`src/rtl/apb_pkg.sv`:
```
`default_nettype none
// +----------------------------------------------------------------------+
// | Module      : apb_pkg                                                |
// | Description : Shared types and constants for the APB register slave. |
// | Revision    : 1.0 - initial release                                  |
// +----------------------------------------------------------------------+
package apb_pkg;

  // Handshake states of the completer
  typedef enum logic [1:0] {
    IDLE = 2'd0,
    WAIT = 2'd1,
    ACK  = 2'd2,
    DONE = 2'd3
  } apb_slv_state_e;

  // Byte address bit where the word index begins
  localparam int APB_WORD_LSB = 2;

  // Wait-state counter width (covers 0..15)
  localparam int WAIT_CNT_W = 4;

endpackage : apb_pkg
`default_nettype wire

```
`src/rtl/apb_reg_bank.sv`:
```
`default_nettype none
// +----------------------------------------------------------------------+
// | Module      : apb_reg_bank                                           |
// | Description : Software-visible register array with a synchronous     |
// |               write port, one-cycle write strobes and a              |
// |               combinational read port. Unmapped indices read as 0.   |
// | Revision    : 1.0 - initial release                                  |
// +----------------------------------------------------------------------+
module apb_reg_bank
  import apb_pkg::*;
#(
  parameter int                    ADDR_WIDTH = 5,
  parameter int                    DATA_WIDTH = 32,
  parameter int                    NR_REGS    = 8,
  parameter logic [DATA_WIDTH-1:0] RESET_VAL  = '0
) (
  input  logic                               clk,
  input  logic                               rst,
  input  logic                               i_we,
  input  logic [ADDR_WIDTH-APB_WORD_LSB-1:0] i_widx,
  input  logic [DATA_WIDTH-1:0]              i_wdata,
  input  logic [ADDR_WIDTH-APB_WORD_LSB-1:0] i_ridx,
  output logic [DATA_WIDTH-1:0]              o_rdata,
  output logic [NR_REGS*DATA_WIDTH-1:0]      o_regs_q,
  output logic [NR_REGS-1:0]                 o_wr_strobe
);

  logic [DATA_WIDTH-1:0] r_regs [NR_REGS];
  logic [NR_REGS-1:0]    r_strobe;
  logic [NR_REGS-1:0]    w_wr_hit;

  // Per-register write decode; an out-of-range index hits nothing
  always_comb begin
    w_wr_hit = '0;
    for (int i = 0; i < NR_REGS; i++) begin
      w_wr_hit[i] = i_we && (32'(i_widx) == 32'(i));
    end
  end

  // Register storage: only the decoded register takes the write data
  always_ff @(posedge clk or negedge rst) begin
    if (!rst) begin
      for (int i = 0; i < NR_REGS; i++) begin
        r_regs[i] <= RESET_VAL;
      end
    end else begin
      for (int i = 0; i < NR_REGS; i++) begin
        if (w_wr_hit[i]) begin
          r_regs[i] <= i_wdata;
        end
      end
    end
  end

  // Strobe is the write decode delayed one cycle, so it lines up with the new value
  always_ff @(posedge clk or negedge rst) begin
    if (!rst) begin
      r_strobe <= '0;
    end else begin
      r_strobe <= w_wr_hit;
    end
  end

  // Combinational read; unmapped indices fall through to zero
  always_comb begin
    o_rdata = '0;
    for (int i = 0; i < NR_REGS; i++) begin
      if (32'(i_ridx) == 32'(i)) begin
        o_rdata = r_regs[i];
      end
    end
  end

  generate
    for (genvar gi = 0; gi < NR_REGS; gi++) begin : g_regs_q
      assign o_regs_q[gi*DATA_WIDTH +: DATA_WIDTH] = r_regs[gi];
    end
  endgenerate

  assign o_wr_strobe = r_strobe;

endmodule : apb_reg_bank
`default_nettype wire

```
`src/rtl/apb_reg_slave.sv`:
```
`default_nettype none
// +----------------------------------------------------------------------+
// | Module      : apb_reg_slave                                          |
// | Description : APB completer terminating sel/addr/wr_rd/wdata into a  |
// |               register bank, answering with a one-cycle ready pulse  |
// |               after WAIT_STATES idle cycles.                         |
// | Revision    : 1.0 - initial release                                  |
// +----------------------------------------------------------------------+
module apb_reg_slave
  import apb_pkg::*;
#(
  parameter int                    ADDR_WIDTH  = 5,
  parameter int                    DATA_WIDTH  = 32,
  parameter int                    NR_REGS     = 8,
  parameter int                    WAIT_STATES = 1,
  parameter logic [DATA_WIDTH-1:0] RESET_VAL   = '0
) (
  input  logic                          clk,
  input  logic                          rst,
  input  logic                          sel,
  input  logic [ADDR_WIDTH-1:0]         addr,
  input  logic                          wr_rd,
  input  logic [DATA_WIDTH-1:0]         wdata,
  output logic [DATA_WIDTH-1:0]         rdata,
  output logic                          ready,
  output logic [NR_REGS*DATA_WIDTH-1:0] regs_q,
  output logic [NR_REGS-1:0]            wr_strobe
);

  localparam int IDX_W = ADDR_WIDTH - APB_WORD_LSB;

  apb_slv_state_e          r_state;
  apb_slv_state_e          w_state_nxt;
  logic [WAIT_CNT_W-1:0]   r_cnt;
  logic [WAIT_CNT_W-1:0]   w_cnt_nxt;
  logic                    r_wr;
  logic [DATA_WIDTH-1:0]   r_rd_latch;
  logic                    w_setup;
  logic                    w_we;
  logic [IDX_W-1:0]        w_idx;
  logic [DATA_WIDTH-1:0]   w_bank_rdata;
  logic                    w_unused;

  // Byte-lane bits carry no meaning for word registers
  assign w_unused = ^addr[APB_WORD_LSB-1:0];

  assign w_idx   = addr[ADDR_WIDTH-1:APB_WORD_LSB];
  assign w_setup = (r_state == IDLE) && sel;
  // Writes commit on the setup edge itself, so later bus changes cannot affect them
  assign w_we    = w_setup && wr_rd;

  apb_reg_bank #(
    .ADDR_WIDTH (ADDR_WIDTH),
    .DATA_WIDTH (DATA_WIDTH),
    .NR_REGS    (NR_REGS),
    .RESET_VAL  (RESET_VAL)
  ) u_bank (
    .clk         (clk),
    .rst         (rst),
    .i_we        (w_we),
    .i_widx      (w_idx),
    .i_wdata     (wdata),
    .i_ridx      (w_idx),
    .o_rdata     (w_bank_rdata),
    .o_regs_q    (regs_q),
    .o_wr_strobe (wr_strobe)
  );

  // State and wait counter registers
  always_ff @(posedge clk or negedge rst) begin
    if (!rst) begin
      r_state <= IDLE;
      r_cnt   <= '0;
    end else begin
      r_state <= w_state_nxt;
      r_cnt   <= w_cnt_nxt;
    end
  end

  // Capture direction and read data at the setup edge; writes latch zero
  always_ff @(posedge clk or negedge rst) begin
    if (!rst) begin
      r_wr       <= 1'b0;
      r_rd_latch <= '0;
    end else if (w_setup) begin
      r_wr       <= wr_rd;
      r_rd_latch <= wr_rd ? '0 : w_bank_rdata;
    end
  end

  // Next-state and counter logic
  always_comb begin
    w_state_nxt = r_state;
    w_cnt_nxt   = r_cnt;
    case (r_state)
      IDLE: begin
        if (sel) begin
          if (WAIT_STATES == 0) begin
            w_state_nxt = ACK;
            w_cnt_nxt   = '0;
          end else begin
            w_state_nxt = WAIT;
            w_cnt_nxt   = WAIT_CNT_W'(WAIT_STATES);
          end
        end
      end
      WAIT: begin
        if (!sel) begin
          w_state_nxt = IDLE;
          w_cnt_nxt   = '0;
        end else if (r_cnt <= WAIT_CNT_W'(1)) begin
          w_state_nxt = ACK;
          w_cnt_nxt   = '0;
        end else begin
          w_cnt_nxt   = r_cnt - WAIT_CNT_W'(1);
        end
      end
      ACK: begin
        w_state_nxt = sel ? DONE : IDLE;
      end
      DONE: begin
        if (!sel) begin
          w_state_nxt = IDLE;
        end
      end
      default: begin
        w_state_nxt = IDLE;
        w_cnt_nxt   = '0;
      end
    endcase
  end

  // Outputs: rdata is forced to zero outside ACK so the bus can be OR-muxed
  always_comb begin
    ready = 1'b0;
    rdata = '0;
    if (r_state == ACK) begin
      ready = 1'b1;
      rdata = r_wr ? '0 : r_rd_latch;
    end
  end

endmodule : apb_reg_slave
`default_nettype wire
```
`config.mk`:
```
export PLATFORM = sky130hd
export DESIGN_NAME = apb_reg_slave
export DESIGN_NICKNAME = d
export VERILOG_FILES = /design/src/rtl/apb_pkg.sv /design/src/rtl/apb_reg_bank.sv /design/src/rtl/apb_reg_slave.sv
export SDC_FILE = /design/constraint.sdc
export NUM_CORES = 1
export LEC_CHECK = 0
export ABC_AREA = 1
export CAP_MARGIN = 20
export CORE_ASPECT_RATIO = 1.1
export CORE_UTILIZATION = 45
export DETAILED_ROUTE_END_ITERATION = 7
export GPL_TIMING_DRIVEN = 0
export PLACE_DENSITY = 0.78
export SLEW_MARGIN = 20
export SYNTH_ARGS = -nofsm -noshare
export SYNTH_HDL_FRONTEND = slang
export SYNTH_SLANG_ARGS = --single-unit
```
`constraint.sdc`:
```
create_clock -name clk -period 1.7 [get_ports clk]
set_input_delay 0.34 -clock clk [delete_from_list [all_inputs] [get_ports clk]]
set_output_delay 0.34 -clock clk [all_outputs]
set_load 0.05 [all_outputs]
```
Word level (Yosys, flattened, before mapping)
Index checks and enable logic that the tools add are counted.

Input port bits: 41. Logic and storage cells: 65. Output and inout port bits: 297. Flip-flop bits (word level): 303.

$lt $le $gt $ge: 1. $add $sub $neg: 1. Eq/ne operators: 13. Muxes and demuxes: 22. Reduce and logical (&&, ||, !) cells: 15.

Operators by type and width (count): $mux 32 (11); $eq 3x3->1 const B (4); $mux 4 (3); $logic_and 1x1->1 (10); $mux 2 (5); $pmux 2 s4 (1); $pmux 4 s2 (1); $eq 3x2->1 const B (2); $eq 2x2->1 const B (2); $le 4x1->1 const B (1); $ne 2x2->1 const B (2); $sub 4x1->4 const B (1); $eq 3x1->1 const B (1); $logic_not 3->1 (1); $ne 3x3->1 const B (1); $reduce_and 3->1 (1); $eq 2x1->1 const B (1); $logic_not 2->1 (1); $reduce_and 2->1 (1); $reduce_bool 2->1 (1); $mux 1 (1).

Longest topological paths before layout
Word-level depth: 10. Mapped depth: 11. Mapped depth without buffers: 10.

Hierarchy
A second synthesis with hierarchy kept.

Cell total of the unflattened synthesis: 1550. Area total of the unflattened synthesis: 13514.2 um2.

By module, submodules not included: apb_reg_bank (area each 11412.2 um2, instances 1, seq. area each 6606.3 um2, cells an instance 1324); apb_reg_slave (area each 2102.0 um2, instances 1, seq. area each 975.9 um2, cells an instance 226).

Worst setup path before layout
Ideal clock, no wire load.

Path kind: register to output. Start: reg r_state[1]. End: out rdata[10]. Stages on the path, launching flop included: 6. Data arrival time: 2284 ps. Data required time: 1360 ps. Path slack: -924 ps. Cell sequence: dfrtp_1 > inv_1 > nor2_1 > nand2_1 > clkbuf_1 > nor2_1.

Word-level cells in the longest chain between the ends: 2.

RTL lines: from (decl) (RTL line apb_reg_slave.sv:32) `apb_slv_state_e r_state;`; from (signal assigned) (RTL line apb_reg_slave.sv:75) `r_state <= w_state_nxt;`; $eq 2x2->1 (RTL line apb_reg_slave.sv:137) `if (r_state == ACK) begin`; $mux 32 (RTL line apb_reg_slave.sv:137); to (decl) (RTL line apb_reg_slave.sv:24) `output logic [DATA_WIDTH-1:0] rdata,`.

Every way passes these cells.

Worst setup path after layout
Start: reg r_state[1]. End: reg u_bank.r_regs, in the netlist u_bank.o_regs_q[55].

Word-level cells in the longest chain between the ends: 4.

RTL lines: $logic_not 2->1 (RTL line apb_reg_slave.sv:48) `assign w_setup = (r_state == IDLE) && sel;`; $logic_and 1x1->1 (RTL line apb_reg_slave.sv:48); $logic_and 1x1->1 (RTL line apb_reg_slave.sv:50) `assign w_we = w_setup && wr_rd;`; $logic_and 1x1->1 (RTL line apb_reg_bank.sv:36) `w_wr_hit[i] = i_we && (32'(i_widx) == 32'(i));`; to (signal, indexed assignment) (RTL line apb_reg_bank.sv:49) `r_regs[i] <= i_wdata;`; to (decl) (RTL line apb_reg_bank.sv:28) `logic [DATA_WIDTH-1:0] r_regs [NR_REGS];`.

Every way passes these cells. A chain may end at the register's enable or synchronous reset.

==> qor.csv <==
metric;value;unit
area_delta_synth_final;66.3;%
drive_gt1_share;42.6;%
synth_edf_count;0;
min_to;r_state[1];
fp-row-count;66;
start_kind;flip-flop;
grt_pass1_wl;85000;µm
tightestPinTransition;0.829;ns
drt_iter0_markers;1674;
crit_fanout;5;
numPortBuffers;332;
drt.antenna.violating_nets;0;
seq_area_frac_synth;55.0;%
n_antenna_cell;0;
syn-cell-area;13800;µm²
htree_levels;2;
outcome;complete, but fails checks;
synth_top_cell_by_area;dfrtp_1;
utilization;76.8;%
max_freq;462;MHz
setup_ws;-0.464;ns
die_h;185;µm
track_usage;36.9;%
skew;0.0189;ns
cpMaxStageDelayCell;dfrtp_2;
clockPowerShare;17.9;%
synth-seq-cells;303;
clock-root-buffer;clkbuf_16;
synth-warning-count;0;
synthArstFlopShare;100;%
synth-main-ff-cell;dfrtp_1;
gp_congestion;0.930;
power.internal;23300;µW
yosysUniqueCellTypes;30;
io_pins;338;
syn_nets;1637;
cp.required;2.13;ns
vias;14200;
nets;2102;
period_share;127;%
switching_power;23000;µW
antenna_found_initial;0;
worst_path_largest_cell_delay;0.41;ns
syn_avg_cell_area;8.64;µm²
min_period;2.16;ns
holdPathStages;2;
irDropWorstVdd;1430;µV
wl;62300;µm
cp_top_family;simple AND/OR/NAND/NOR gates;
clk_pin_slew;0.06;ns
path_cells;buf_6 -> nor3_4 -> nand2_4 -> buf_6 -> nor4_4 -> buf_6 -> buf_12 -> clkbuf_16 -> nand2_2 -> o21ai_1;
cap_viol_max_count;0;
crit_buf_inv;5;
slew_headroom;44.7;%
cts.sinks;303;
die_w;169;µm
cpMostUsedCell;buf_6;
endpoint_kind;flip-flop;
viasPerCell;5.72;
route.detailed.drc;0;
grt_max_degree;102;
comb_power_share;53.0;%
rr_endpoint;u_bank.o_regs_q[55];
swShare;49.7;%
hold_violations;0;
synth_most_common_cell;nand2_1;
hold_path.class;in2reg;
ys_top_cells_by_count;nand2_1 (453), dfrtp_1 (303), inv_1 (221), o21ai_0 (150), nor2_1 (103);
core;29800;µm²
r2r_slack;-0.46;ns
grt_overflow;0;
synth_cells;1594;
die_area;31300;µm²
ys_top_cells_by_area;dfrtp_1 (55%), nand2_1 (12%), mux2_2 (6.9%), inv_1 (6.0%), o21ai_0 (5.5%);
numCtsBuffers;34;
start_util;46.2;%
wire_per_inst;25.0;µm
dp.final_hpwl;37200;µm
final_cells;2490;
cts_buffer_depth;3;
crit_arrival;2.59;ns
power.share.sequential;29.1;%
grt_pass1_vias;14000;
path_class;reg2reg;
min-delay-start;sel;
regToRegStartpoint;r_state[1];
setup_viol;340;
violations;negative setup slack;
cts_tree;yes;
reg2reg_depth;10;
power_density;2020;nW/µm²
crit_start;r_state[1];
synth_top_cell_area_share;55.0;%
dpl.cell_count;2337;
clock_latency;0.52;ns
rsz0062_at_grt;true;
firstDrtPassIters;8;
slew_viol_final;0;
p_leak;0.0109;µW
-- state kept, by name (all words and copies together) (netlist names) --
register	count
r_cnt	4
r_wr	1
u_bank.o_regs_q	256
u_bank.o_wr_strobe	8
r_state	2
r_rd_latch	32
-- worst max-delay path by stage --
stage / end / slack, ns / cells past startpoint
finish: u_bank.o_regs_q[55] / -0.46 / 10
global route: u_bank.o_regs_q[55] / -0.49 / 10
CTS: rdata[21] / -0.34 / 5
detailed placement: r_rd_latch[12] / -1.22 / 10
global placement: u_bank.o_regs_q[136] / -12.77 / 1
floorplan: rdata[10] / -0.08 / 5
-- power groups by stage --
stage	clock network (µW)	logic, µW	registers, µW
after detailed placement	0	22700	13300
after floorplan	0	4530	22700
after global routing	8550	25500	13700
after global placement	0	22400	13200
final	8290	24500	13500
after CTS	8280	22900	13300
-- cells in the final DEF (no fill, tap or decap), types with 36 or more instances in the layout --
master / Yosys / layout
buf_6: 1 / 60
buf_8: 0 / 36
clkbuf_16: 0 / 50
clkdlybuf4s15_2: 0 / 251
dfrtp_1: 303 / 301
inv_1: 221 / 218
mux2_4: 0 / 72
nand2_1: 453 / 353
nand2_2: 0 / 55
nand2_4: 1 / 45
nor2_1: 103 / 64
nor2_4: 3 / 38
o21ai_1: 25 / 60
o21ai_2: 0 / 85
-- per-stage QoR --
step / cell area (µm²) / hold WS (ns) / total power [µW] / setup slack (ns) / setup TNS, ns
after floorplan: 14100 / 0.0444 / 27200 / -0.0808 / -1.83
after global placement: 17900 / 0.465 / 35700 / -12.77 / -4107.55
after detailed placement: 18000 / 0.273 / 36000 / -1.22 / -255.53
after CTS: 21400 / 0.280 / 44500 / -0.340 / -50.26
after global routing: 22900 / 0.304 / 47800 / -0.487 / -105.51
final: 22900 / 0.292 / 46300 / -0.464 / -91.95
-- logic make-up after synthesis --
group / synth area share, %
DFF: 55.0
and+or+nand+nor: 19.2
buffers and inverters: 9.46
muxes: 7.11
adders and majority gates: 0.182
xor gates and xnor gates: 0.0636
AOI/OAI and AO/OA: 8.95
-- worst register-to-register path, stage by stage (launching register included) --
cell and delay (ns):
dfrtp_2 0.41, buf_6 0.12, nor3_4 0.25, nand2_4 0.16
buf_6 0.19, nor4_4 0.33, buf_6 0.23, buf_12 0.11
clkbuf_16 0.14, nand2_2 0.05, o21ai_1 0.10
-- metal layers --
| metal | vias up | global-route usage, % | share of wire (%) |
|---|---|---|---|
| met5 | - | 0 | 0 |
| met4 | 0 | 20.3 | 7.3 |
| met3 | 302 | 10.5 | 12 |
| met2 | 1008 | 61.7 | 46 |
| met1 | 6975 | 42.9 | 35 |
| li1 | 5959 | - | - |
-- layout make-up --
class                           instances  area [µm²]
Clock buffer                           47        1000
Clock inverter                         12         245
Tap cell                              408         510
Fill cell                            1842        6910
Timing Repair Buffer                  432        5160
Sequential cell                       303        7580
Multi-Input combinational cell        979        6470
Buffer                                 82        1060
Inverter                              227         861
-- repair_timing --
item                                   in CTS  in global routing
setup endpoints to repair                 591                349
buffers inserted                           45                 32
hold buffers                                1                  0
gates resized for setup                  1352                416
cloned                                     18                 13
pin swaps                                  22                 45
endpoints found under the hold margin      46                  0
No activity file was read; power rests on OpenSTA's default activity.
